==> src/rtl/wbuf_axi_pkg.sv <==
// Shared AXI constants, AR generator FSM states and 4 KB boundary helper
// for the weight-buffer read and write address paths.
package wbuf_axi_pkg;

  localparam logic [1:0]  AXI_BURST_INCR = 2'b01;
  localparam int unsigned AXI_4K         = 4096;

  typedef enum logic [2:0] {
    StIdle,
    StCalc,
    StIssue,
    StWaitCr,
    StDrain
  } ar_state_e;

  // Beats that fit between the given page offset and the next 4 KB boundary.
  function automatic int unsigned beats_to_4k(input logic [11:0] offset,
                                              input int unsigned bpb);
    return (AXI_4K - {20'd0, offset}) / bpb;
  endfunction

endpackage

==> src/rtl/wbuf_outst_cnt.sv <==
// Up/down credit counter tracking accepted bursts awaiting completion,
// with limit compare; decrements at zero are dropped.
module wbuf_outst_cnt
  import wbuf_axi_pkg::*;
#(
  parameter int unsigned MAX_OUTST = 4,
  localparam int unsigned CW       = $clog2(MAX_OUTST + 1)
) (
  input  logic clk,
  input  logic rst_n,
  input  logic inc,
  input  logic dec,
  output logic below_limit,
  output logic empty
);

  logic [CW-1:0] count_q, count_d;
  logic          dec_ok;

  assign dec_ok = dec && (count_q != '0);

  always_comb begin
    count_d = count_q;
    if (inc && !dec_ok) begin
      count_d = count_q + CW'(1);
    end else if (!inc && dec_ok) begin
      count_d = count_q - CW'(1);
    end
  end

  always_ff @(posedge clk or negedge rst_n) begin
    if (!rst_n) begin
      count_q <= '0;
    end else begin
      count_q <= count_d;
    end
  end

  assign below_limit = (count_q < CW'(MAX_OUTST));
  assign empty       = (count_q == '0);

endmodule

==> src/rtl/wbuf_ar_gen.sv <==
// AXI4 read-address generator for the weight buffer: splits one command into
// INCR bursts, honours 4 KB boundaries and limits outstanding bursts.
module wbuf_ar_gen
  import wbuf_axi_pkg::*;
#(
  parameter int unsigned AW        = 32,
  parameter int unsigned DW        = 128,
  parameter int unsigned BURST     = 16,
  parameter int unsigned LW        = 16,
  parameter int unsigned MAX_OUTST = 4
) (
  input  logic          clk,
  input  logic          rst_n,
  input  logic          start,
  input  logic [AW-1:0] base_addr,
  input  logic [LW-1:0] num_beats,
  output logic          busy,
  output logic          done,
  output logic [AW-1:0] araddr,
  output logic [7:0]    arlen,
  output logic [2:0]    arsize,
  output logic [1:0]    arburst,
  output logic          arvalid,
  input  logic          arready,
  input  logic          r_last_hs
);

  localparam int unsigned BPB  = DW / 8;
  localparam int unsigned SIZE = $clog2(BPB);
  // Wide enough for both the beat count and the 4 KB beat limit.
  localparam int unsigned CW   = (LW + 1 > 14) ? LW + 1 : 14;

  localparam logic [AW-1:0] LOW_MASK = AW'(BPB - 1);

  ar_state_e     state_q, state_d;
  logic [AW-1:0] addr_q, addr_d;
  logic [LW-1:0] rem_q, rem_d;
  logic [AW-1:0] araddr_q, araddr_d;
  logic [7:0]    arlen_q, arlen_d;
  logic          arvalid_q, arvalid_d;
  logic          busy_q, busy_d;
  logic          done_q, done_d;

  logic          ar_hs;
  logic          below_limit;
  logic          outst_empty;

  logic [CW-1:0] len_c, rem_c, b4k_c;
  logic [8:0]    beats_c;
  logic [AW-1:0] step_c;
  logic [LW-1:0] rem_next_c;

  assign ar_hs = arvalid_q && arready;

  wbuf_outst_cnt #(
    .MAX_OUTST (MAX_OUTST)
  ) u_outst_cnt (
    .clk         (clk),
    .rst_n       (rst_n),
    .inc         (ar_hs),
    .dec         (r_last_hs),
    .below_limit (below_limit),
    .empty       (outst_empty)
  );

  always_comb begin
    rem_c = CW'(rem_q);
    b4k_c = CW'(beats_to_4k(addr_q[11:0], BPB));
    len_c = CW'(BURST);
    if (rem_c < len_c) len_c = rem_c;
    if (b4k_c < len_c) len_c = b4k_c;
  end

  // Beats of the burst currently on the bus, recovered from its arlen.
  assign beats_c    = {1'b0, arlen_q} + 9'd1;
  assign step_c     = AW'(beats_c) << SIZE;
  assign rem_next_c = rem_q - LW'(beats_c);

  always_comb begin
    state_d   = state_q;
    addr_d    = addr_q;
    rem_d     = rem_q;
    araddr_d  = araddr_q;
    arlen_d   = arlen_q;
    arvalid_d = arvalid_q;
    busy_d    = busy_q;
    done_d    = 1'b0;

    unique case (state_q)
      StIdle: begin
        if (start) begin
          addr_d  = base_addr & ~LOW_MASK;
          rem_d   = num_beats;
          busy_d  = 1'b1;
          state_d = (num_beats == '0) ? StDrain : StCalc;
        end
      end
      StCalc: begin
        araddr_d = addr_q;
        arlen_d  = 8'(len_c - CW'(1));
        state_d  = below_limit ? StIssue : StWaitCr;
      end
      StIssue: begin
        if (!arvalid_q) begin
          arvalid_d = 1'b1;
        end else if (arready) begin
          arvalid_d = 1'b0;
          addr_d    = addr_q + step_c;
          rem_d     = rem_next_c;
          state_d   = (rem_next_c != '0) ? StCalc : StDrain;
        end
      end
      StWaitCr: begin
        if (below_limit) begin
          state_d = StIssue;
        end
      end
      StDrain: begin
        if (outst_empty) begin
          done_d  = 1'b1;
          busy_d  = 1'b0;
          state_d = StIdle;
        end
      end
      default: begin
        state_d = StIdle;
      end
    endcase
  end

  always_ff @(posedge clk or negedge rst_n) begin
    if (!rst_n) begin
      state_q   <= StIdle;
      addr_q    <= '0;
      rem_q     <= '0;
      araddr_q  <= '0;
      arlen_q   <= '0;
      arvalid_q <= 1'b0;
      busy_q    <= 1'b0;
      done_q    <= 1'b0;
    end else begin
      state_q   <= state_d;
      addr_q    <= addr_d;
      rem_q     <= rem_d;
      araddr_q  <= araddr_d;
      arlen_q   <= arlen_d;
      arvalid_q <= arvalid_d;
      busy_q    <= busy_d;
      done_q    <= done_d;
    end
  end

  assign busy    = busy_q;
  assign done    = done_q;
  assign araddr  = araddr_q;
  assign arlen   = arlen_q;
  assign arvalid = arvalid_q;
  assign arsize  = 3'(SIZE);
  assign arburst = AXI_BURST_INCR;

endmodule
==> config.mk <==
export PLATFORM = sky130hd
export DESIGN_NAME = wbuf_ar_gen
export DESIGN_NICKNAME = d
export VERILOG_FILES = /design/src/rtl/wbuf_axi_pkg.sv /design/src/rtl/wbuf_outst_cnt.sv /design/src/rtl/wbuf_ar_gen.sv
export SDC_FILE = /design/constraint.sdc
export NUM_CORES = 1
export LEC_CHECK = 0
export ABC_AREA = 1
export BUFFER_PORTS_ARGS = -buffer_cell sky130_fd_sc_hd__buf_4
export CORE_UTILIZATION = 50
export CTS_CLUSTER_SIZE = 30
export DETAILED_ROUTE_END_ITERATION = 6
export GPL_TIMING_DRIVEN = 0
export MAX_ROUTING_LAYER = met4
export PLACE_DENSITY = 0.71
export SYNTH_ARGS = -nofsm -noshare
export SYNTH_HDL_FRONTEND = slang
export SYNTH_SLANG_ARGS = --single-unit
==> constraint.sdc <==
create_clock -name clk -period 3.7 [get_ports clk]
set_input_delay 0.555 -clock clk [delete_from_list [all_inputs] [get_ports clk]]
set_output_delay 0.555 -clock clk [all_outputs]
set_load 0.02 [all_outputs]
# Word level (Yosys, flattened, before mapping)
# Cells that the tools add are included.
# totals
inputBits,53
register_bits,97
out_inout_bits,48
# op_classes
add_sub_neg,7
n_eq_ne,9
n_reduce_logical,17
muxes,28
n_lt_le_gt_ge,3
# op_table
operator,n
2-to-1 mux 32 bit,3
2-to-1 mux 16 bit,4
case mux 32 bit (2 select lines),1
adder 32 x 13 -> 32 bit,1
case mux 16 bit (2 select lines),1
2-to-1 mux 3 bit,9
less-than comparator 17 x 16 -> 1 bit,1
logical NOT 16 bit,1
"less-than comparator 16 x 5 -> 1 bit, second input constant",1
nonzero test 16 bit,1
subtractor 16 x 9 -> 16 bit,1
case mux 3 bit (5 select lines),1
"subtractor 13 x 12 -> 14 bit, first input constant",1
"inequality test 2 bit, second input constant",5
"adder 8 x 1 -> 9 bit, second input constant",1
2-to-1 mux 8 bit,1
"subtractor 8 x 1 -> 8 bit, second input constant",1
2-to-1 mux 1 bit,7
"== test 3 x 2 -> 1 bit, second input constant",2
logical NOT 3 bit,2
nonzero test 2 bit,3
AND reduction 5 bit,1
logical AND 1 bit,4
AND reduction 4 bit,1
other kinds (9),10

# Longest topological paths before layout
# Gate-level depths: netlist of the first run.
# depth
word_depth,7
mapped_depth,26
depth_no_buf,26

# By module
# Synthesis of the first run repeated with hierarchy kept, for this count alone.
# unflattened
cells_unflattened,927
hier_area_um2,6506.2
# modules_own_cells
module,cells_per_inst,n_inst,area_per_inst_um2,seq_area_each_um2
wbuf_ar_gen,906,1,6322.3,2152.1
wbuf_outst_cnt,21,1,183.9,75.1

# Least setup slack after synthesis of the first run
# Ideal clock, no wire load.
# synth_path
path_type,register to register
start,register addr_q[4]
end,register arlen_q[6] (netlist: arlen[6])
period_less_slack_ps,2802
setup_slack_ps,898
n_path_buf,0
stages_incl_launch_ff,24
t_required_ps,3583
arrival_ps,2685
cell_sequence,dfrtp_1 inv_1 nand4_1 inv_1 nand2_1 nor2_1 xor2_1 ha_1 nand2_2 o21bai_1 nand2_1 a21oi_4 nand2_4 nand2_1 o21ai_2 inv_1 ha_1 nand2_2 nor2_2 nand2_1 nand2_1 nand2_1 nand2_1 nand2_1
# synth_via
elab_chain_cells,4
# synth_rtl
element,line,source
start: declaration,wbuf_ar_gen.sv:36,"logic [AW-1:0] addr_q, addr_d;"
start signal: assignment,wbuf_ar_gen.sv:143,addr_q <= addr_d;
subtractor 13 x 12 -> 14 bit *,wbuf_axi_pkg.sv:19,"return (AXI_4K - {20'd0, offset}) / bpb;"
less-than comparator 17 x 16 -> 1 bit,wbuf_ar_gen.sv:71,if (b4k_c < len_c) len_c = b4k_c;
2-to-1 mux 8 bit *,wbuf_ar_gen.sv:71,
subtractor 8 x 1 -> 8 bit *,wbuf_ar_gen.sv:100,arlen_d = 8'(len_c - CW'(1));
end signal: assignment,wbuf_ar_gen.sv:146,arlen_q <= arlen_d;
end: declaration,wbuf_ar_gen.sv:39,"logic [7:0] arlen_q, arlen_d;"
# Every way passes the cells marked *; elsewhere a longest branch is shown, timed or not.
# A chain may end at the register's enable or synchronous reset.

# Final worst setup path of the first run
# Same ends and word-level chain as after synthesis.

==> impl_metrics.yaml, run 1 <==
run_status:
  status: "completed"
power_and_ir_drop:
  clkPwrFrac_pct: 11.8
  p_seq_share_pct: 23.5
  swShare_pct: 51.6
  p_per_area_nw_per_um2: 1070
  peakVddDrop_uv: 406
  p_int_mw: 3.89
  power.leakage_nw: 3.81
  comb_power_share_pct: 64.7
  switching_power_mw: 4.14
  total_power_mw: 8.03
routing:
  drtIter0Drc: 345
  drc: 0
  wl_per_cell_um: 15.0
  vias_per_cell: 5.26
  firstDrtPassIters: 7
  via_count: 6121
  drt_wl_total_mm: 17.4
  ant_nets: 0
cts:
  cts.path.max_buffers: 2
  cts_tree: "yes"
  cts_setup_buffers: 0
  cts_resized: 0
  cts_sinks: 89
  clkTransAtPathRegs_ns: 0.06
  numCtsBuffers: 9
  holdBufCountCts: 0
  cts.htree.levels: 3
  clk_latency_ns: 0.35
  cts_root_buf: "clkbuf_16"
grt:
  grt_util_all_layers_pct: 28.8
  grt_pass1_wl_mm: 28.1
  grt_overflow_total: 0
  grt_pass1_vias: 5688
  grt_max_degree: 90
  antenna_found_initial: 0
place:
  port_buffers: 87
  gp_congestion: 0.969
  dp_hpwl_mm: 13.6
final_layout:
  antenna_cells: 0
  num-nets-final: 1077
  syn2layout_area_growth_pct: 19.3
  drive_gt1_share_pct: 14.9
setup_path:
  crit_start: "addr_q[4]"
  endpoint_kind: "register"
  start_kind: "register"
  worstRegToRegCells: 23
  cp_max_fo: 9
  worstSetupPathType: "register to register"
  r2r-start: "addr_q[4]"
  rrSetupSlack_ns: 0.44
  critPathRequiredTime_ns: 3.94
  critical_path_arrival_ns: 3.50
  crit_path_end: "arlen[6]"
  r2r_end: "arlen[6]"
synth:
  synth_seq_cells: 89
  synth_area_per_cell_um2: 7.13
  yosys.cell_types.count: 47
  yosys-top-cells-count: "241 x nand2_1, 113 x inv_1, 89 x dfrtp_1, 80 x o21ai_0, 66 x nor2_1"
  synthCells: 881
  yosysTopAreaCellShare_pct: 35.5
  ys.flop_type: "dfrtp_1"
  synth.most_common_cell: "nand2_1"
  synth_top_area_cell: "dfrtp_1"
  ys_seq_area_share_pct: 35.5
  yosys_warnings: 0
  synth-edff-count: 0
  synthArstFlopShare_pct: 100
  syn-cell-area_um2: 6280
  synthTopCellsByArea: "dfrtp_1 35%, nand2_1 14%, inv_1 6.8%"
floorplanning:
  rows: 40
  pin_count: 101
  dieArea_um2: 13000
  initial_core_util_pct: 51.9
  placeableCoreArea_um2: 12100
  die_y_um: 114
  die_x_um: 114
timing:
  clock.fmax_mhz: 307
  maxSlewHeadroom_pct: 25.1
  rsz0062_at_grt: "no"
  worst_pin_slew_ns: 1.12
  skew_ns: 0.00647
  setup_tns_ns: 0
  final_hold_viol_count: 0
  slew_viol_final: 0
  fin_crit_ns: 3.26
  fin_crit_sh_pct: 88.0
  setup_viol: 0
flow_run:
  drv_cap: 0
min_path:
  min_path_type: "input port to async pin"
## worst min path at each step
stage | startpoint | end | slack [ns] | cells past startpoint
finish | rst_n | arlen[1] | 0.41 | 1
global route | base_addr[25] | addr_q[25] | 0.48 | 3
CTS | rst_n | arlen[1] | 0.47 | 1
detailed placement | araddr[24] | araddr[24] | 0.47 | 2
global placement | araddr[24] | araddr[24] | 0.46 | 2
floorplan | rst_n | addr_q[10] | 0.26 | 0
## logic make-up after synthesis
| logic type | share of synthesized area (%) |
|---|---|
| other | 0.120 |
| AOI/OAI and AO/OA | 15.5 |
| and+or+nand+nor | 27.7 |
| buffers and inverters | 9.64 |
| muxes | 0.179 |
| adders and majority gates | 7.13 |
| xor gates and xnor gates | 4.18 |
| DFF | 35.5 |
## sequential cells by signal (all words and copies together), names as in the netlist
signal,count
addr_q,28
araddr,28
arlen,8
arvalid,1
busy,1
done,1
rem_q,16
state_q,3
u_outst_cnt.count_q,3
## power groups by stage
stage	logic [mW]	registers (mW)	clock network, mW
5_1_grt	5.84	1.96	0.999
2_1_floorplan	3.56	2.02	0
4_1_cts	5.17	1.88	0.951
6_report	5.19	1.89	0.946
3_3_place_gp	5.07	1.89	0
3_5_place_dp	5.14	1.90	0
## critical path, stage by stage (launching register included)
cell      delay [ns]
dfrtp_1         0.42
inv_1           0.22
nand4_1         0.18
inv_1           0.08
nand2_1         0.06
nor2_1          0.11
xor2_1          0.25
ha_1            0.28
nand2_2         0.09
o21bai_1        0.11
nand2_1         0.10
a21oi_4         0.21
nand2_4         0.12
nand2_1         0.09
o21ai_2         0.09
inv_1           0.07
ha_1            0.17
nand2_2         0.08
nor2_2          0.14
nand2_1         0.07
nand2_1         0.06
nand2_1         0.05
nand2_1         0.05
nand2_1         0.05
## placed cells by master, fill, tap and decap left out, types with 23 or more instances in the layout
| master | n |
|---|---|
| dfrtp_1 | 89 |
| o21ai_0 | 80 |
| a21oi_1 | 31 |
| inv_1 | 113 |
| xor2_1 | 23 |
| ha_1 | 31 |
| nor2_1 | 66 |
| nand2_1 | 241 |
| buf_4 | 96 |
| nand3_1 | 43 |
## through the flow
stage	util, %	instance area (µm²)	hold WS [ns]	std cells	setup WS, ns
2_1_floorplan	-	6320	0.259	892	0.898
3_3_place_gp	59.3	7190	0.462	1147	0.520
3_5_place_dp	59.3	7190	0.466	1147	0.481
4_1_cts	61.9	7490	0.474	1163	0.469
5_1_grt	61.9	7490	0.476	1163	0.174
6_report	61.9	7490	0.413	1163	0.444
## per-layer routing
metal  vias to the layer above  track usage [%]  part of all wire, %
met4                         0             8.92                  2.1
li1                       3094                -                    -
met1                      2801             38.2                   46
met3                        30             5.93                  6.5
met5                         -                -                    0
met2                       196             44.4                   46
## final cells by class
cell class / count / area (µm²)
Inverter: 115 / 432
Sequential cell: 89 / 2230
Buffer: 33 / 174
Multi-Input combinational cell: 655 / 3490
Timing Repair Buffer: 87 / 653
Tap cell: 168 / 210
Clock buffer: 12 / 256
Fill cell: 1191 / 4620
Clock inverter: 4 / 51.3
No activity file was read; power rests on OpenSTA's default activity.
==> run 2, diff against run 1 <==
clock period = 3.4 ns   (was 3.7 ns; I/O delays follow)
==> run 2 against run 1 <==
Compared with the run above:
- hold slack lost 0.041 ns
- combinational power is 9.2% higher
- final cell count hardly changed
- critical path type unchanged
- critical endpoint unchanged
- largest cell class unchanged
- largest power group unchanged
==> impl_metrics.yaml, run 2 (synthesized netlist as in run 1, its figures left out) <==
run_status:
  status: "completed"
cts:
  clk_latency_ns: 0.35
  cts_root_buf: "clkbuf_16"
  numCtsBuffers: 9
  clkTransAtPathRegs_ns: 0.06
  cts.path.max_buffers: 2
  cts_tree: "yes"
  holdBufCountCts: 0
  cts.htree.levels: 3
  cts_sinks: 89
final_layout:
  num-nets-final: 1078
  final_cell_count_no_fill: 1164
  most-common-layout-cells: "240 x nand2_1, 111 x inv_1, 97 x buf_4, 87 x dfrtp_1, 80 x o21ai_0"
  syn2layout_area_growth_pct: 19.7
  layout_commonest_cell: "nand2_1"
  n_fill_cell: 1188
  antenna_cells: 0
  drive_gt1_share_pct: 15.7
setup_path:
  endpoint_kind: "register"
  r2r_end: "arlen[6]"
  slowest_delay_ns: 0.42
  rrSetupSlack_ns: 0.30
  cp_max_fo: 9
  cpMostUsedCell: "nand2_1"
  worstSetupPathType: "register to register"
  worstRegToRegCells: 25
  r2r-start: "addr_q[4]"
  start_kind: "register"
  critical_path_arrival_ns: 3.39
  critPathRequiredTime_ns: 3.69
  crit_path_top_delay_cell: "dfrtp_1"
timing:
  maxSlewHeadroom_pct: 25.1
  clock.fmax_mhz: 322
  worst_pin_slew_ns: 1.12
  fin_crit_ns: 3.10
  skew_ns: 0.00667
  setup_viol: 0
  rsz0062_at_grt: "no"
  fin_crit_sh_pct: 91.3
  slew_viol_final: 0
  setup_tns_ns: 0
  final_hold_viol_count: 0
grt:
  antenna_found_initial: 0
  grt_util_all_layers_pct: 28.8
  grt_pass1_wl_mm: 28.1
  grt_max_degree: 90
  grt_pass1_vias: 5688
  grt_overflow_total: 0
routing:
  drt_wl_total_mm: 17.4
  firstDrtPassIters: 5
  vias_per_cell: 5.27
  drtIter0Drc: 380
  ant_nets: 0
  wl_per_cell_um: 15.0
  drc: 0
  via_count: 6129
place:
  place_inst: 1147
  port_buffers: 87
  dp_hpwl_mm: 13.6
  gp_congestion: 0.969
floorplanning:
  die_y_um: 114
  placeableCoreArea_um2: 12100
  rows: 40
  die_x_um: 114
  dieArea_um2: 13000
  pin_count: 101
  initial_core_util_pct: 51.9
power_and_ir_drop:
  total_power_mw: 8.76
  p_per_area_nw_per_um2: 1160
  power.leakage_nw: 3.81
  peakVddDrop_uv: 442
min_path:
  min_path_type: "input port to async pin"
flow_run:
  drv_cap: 0
-- run 2: worst max path at each step --
stage	start	end	slack, ns	cells after the start
final	addr_q[4]	arlen[6]	0.30	25
after global routing	arlen[0]	state_q[0]	0.0008	21
after CTS	addr_q[4]	arlen[6]	0.17	23
after detailed placement	addr_q[4]	arlen[6]	0.18	23
after global placement	addr_q[4]	arlen[6]	0.22	23
after floorplan	addr_q[4]	arlen[6]	0.60	23
-- run 2: routing by layer --
layer	track usage, %	wire length [µm]	up-vias
li1	-	-	3092
met1	38.2	8060	2811
met2	44.4	7960	196
met3	5.93	1070	30
met4	8.92	354	0
met5	-	0	-
-- run 2: repair_timing --
action                     CTS  global route
setup buffers                0             1
gates resized for setup      0             8
setup endpoints to repair    0             5
-- run 2: critical path: cells and delay by family (launching register included) --
| family | cells | cell delay [ns] |
|---|---|---|
| adders and majority gates | 3 | 0.66 |
| buffers and inverters | 4 | 0.36 |
| AOI/OAI and AO/OA | 1 | 0.12 |
| DFF | 1 | 0.42 |
| and+or+nand+nor | 17 | 1.50 |
-- run 2: power by group --
group	switching [mW]	internal (mW)
Sequential	0.472	1.59
Clock	0.417	0.610
Combinational	3.62	2.05
Total	4.51	4.25
-- run 2: metrics by stage --
step,instance area [µm²],utilization [%],worst slack (ns),hold slack (ns)
detailed placement,7190,59.3,0.181,0.466
CTS,7490,61.9,0.169,0.429
floorplan,6320,-,0.598,0.214
global route,7520,62.1,0.000775,0.431
finish,7520,62.1,0.296,0.371
global placement,7190,59.3,0.220,0.462
-- run 2: cell type report --
type                            instances  area, µm²  area share, %
Buffer                                 33        174           2.31
Clock buffer                           12        256           3.41
Tap cell                              168        210           2.79
Clock inverter                          4       51.3          0.682
Sequential cell                        89       2230           29.6
Multi-Input combinational cell        655       3510           46.6
Inverter                              115        432           5.74
Timing Repair Buffer                   88        661           8.78
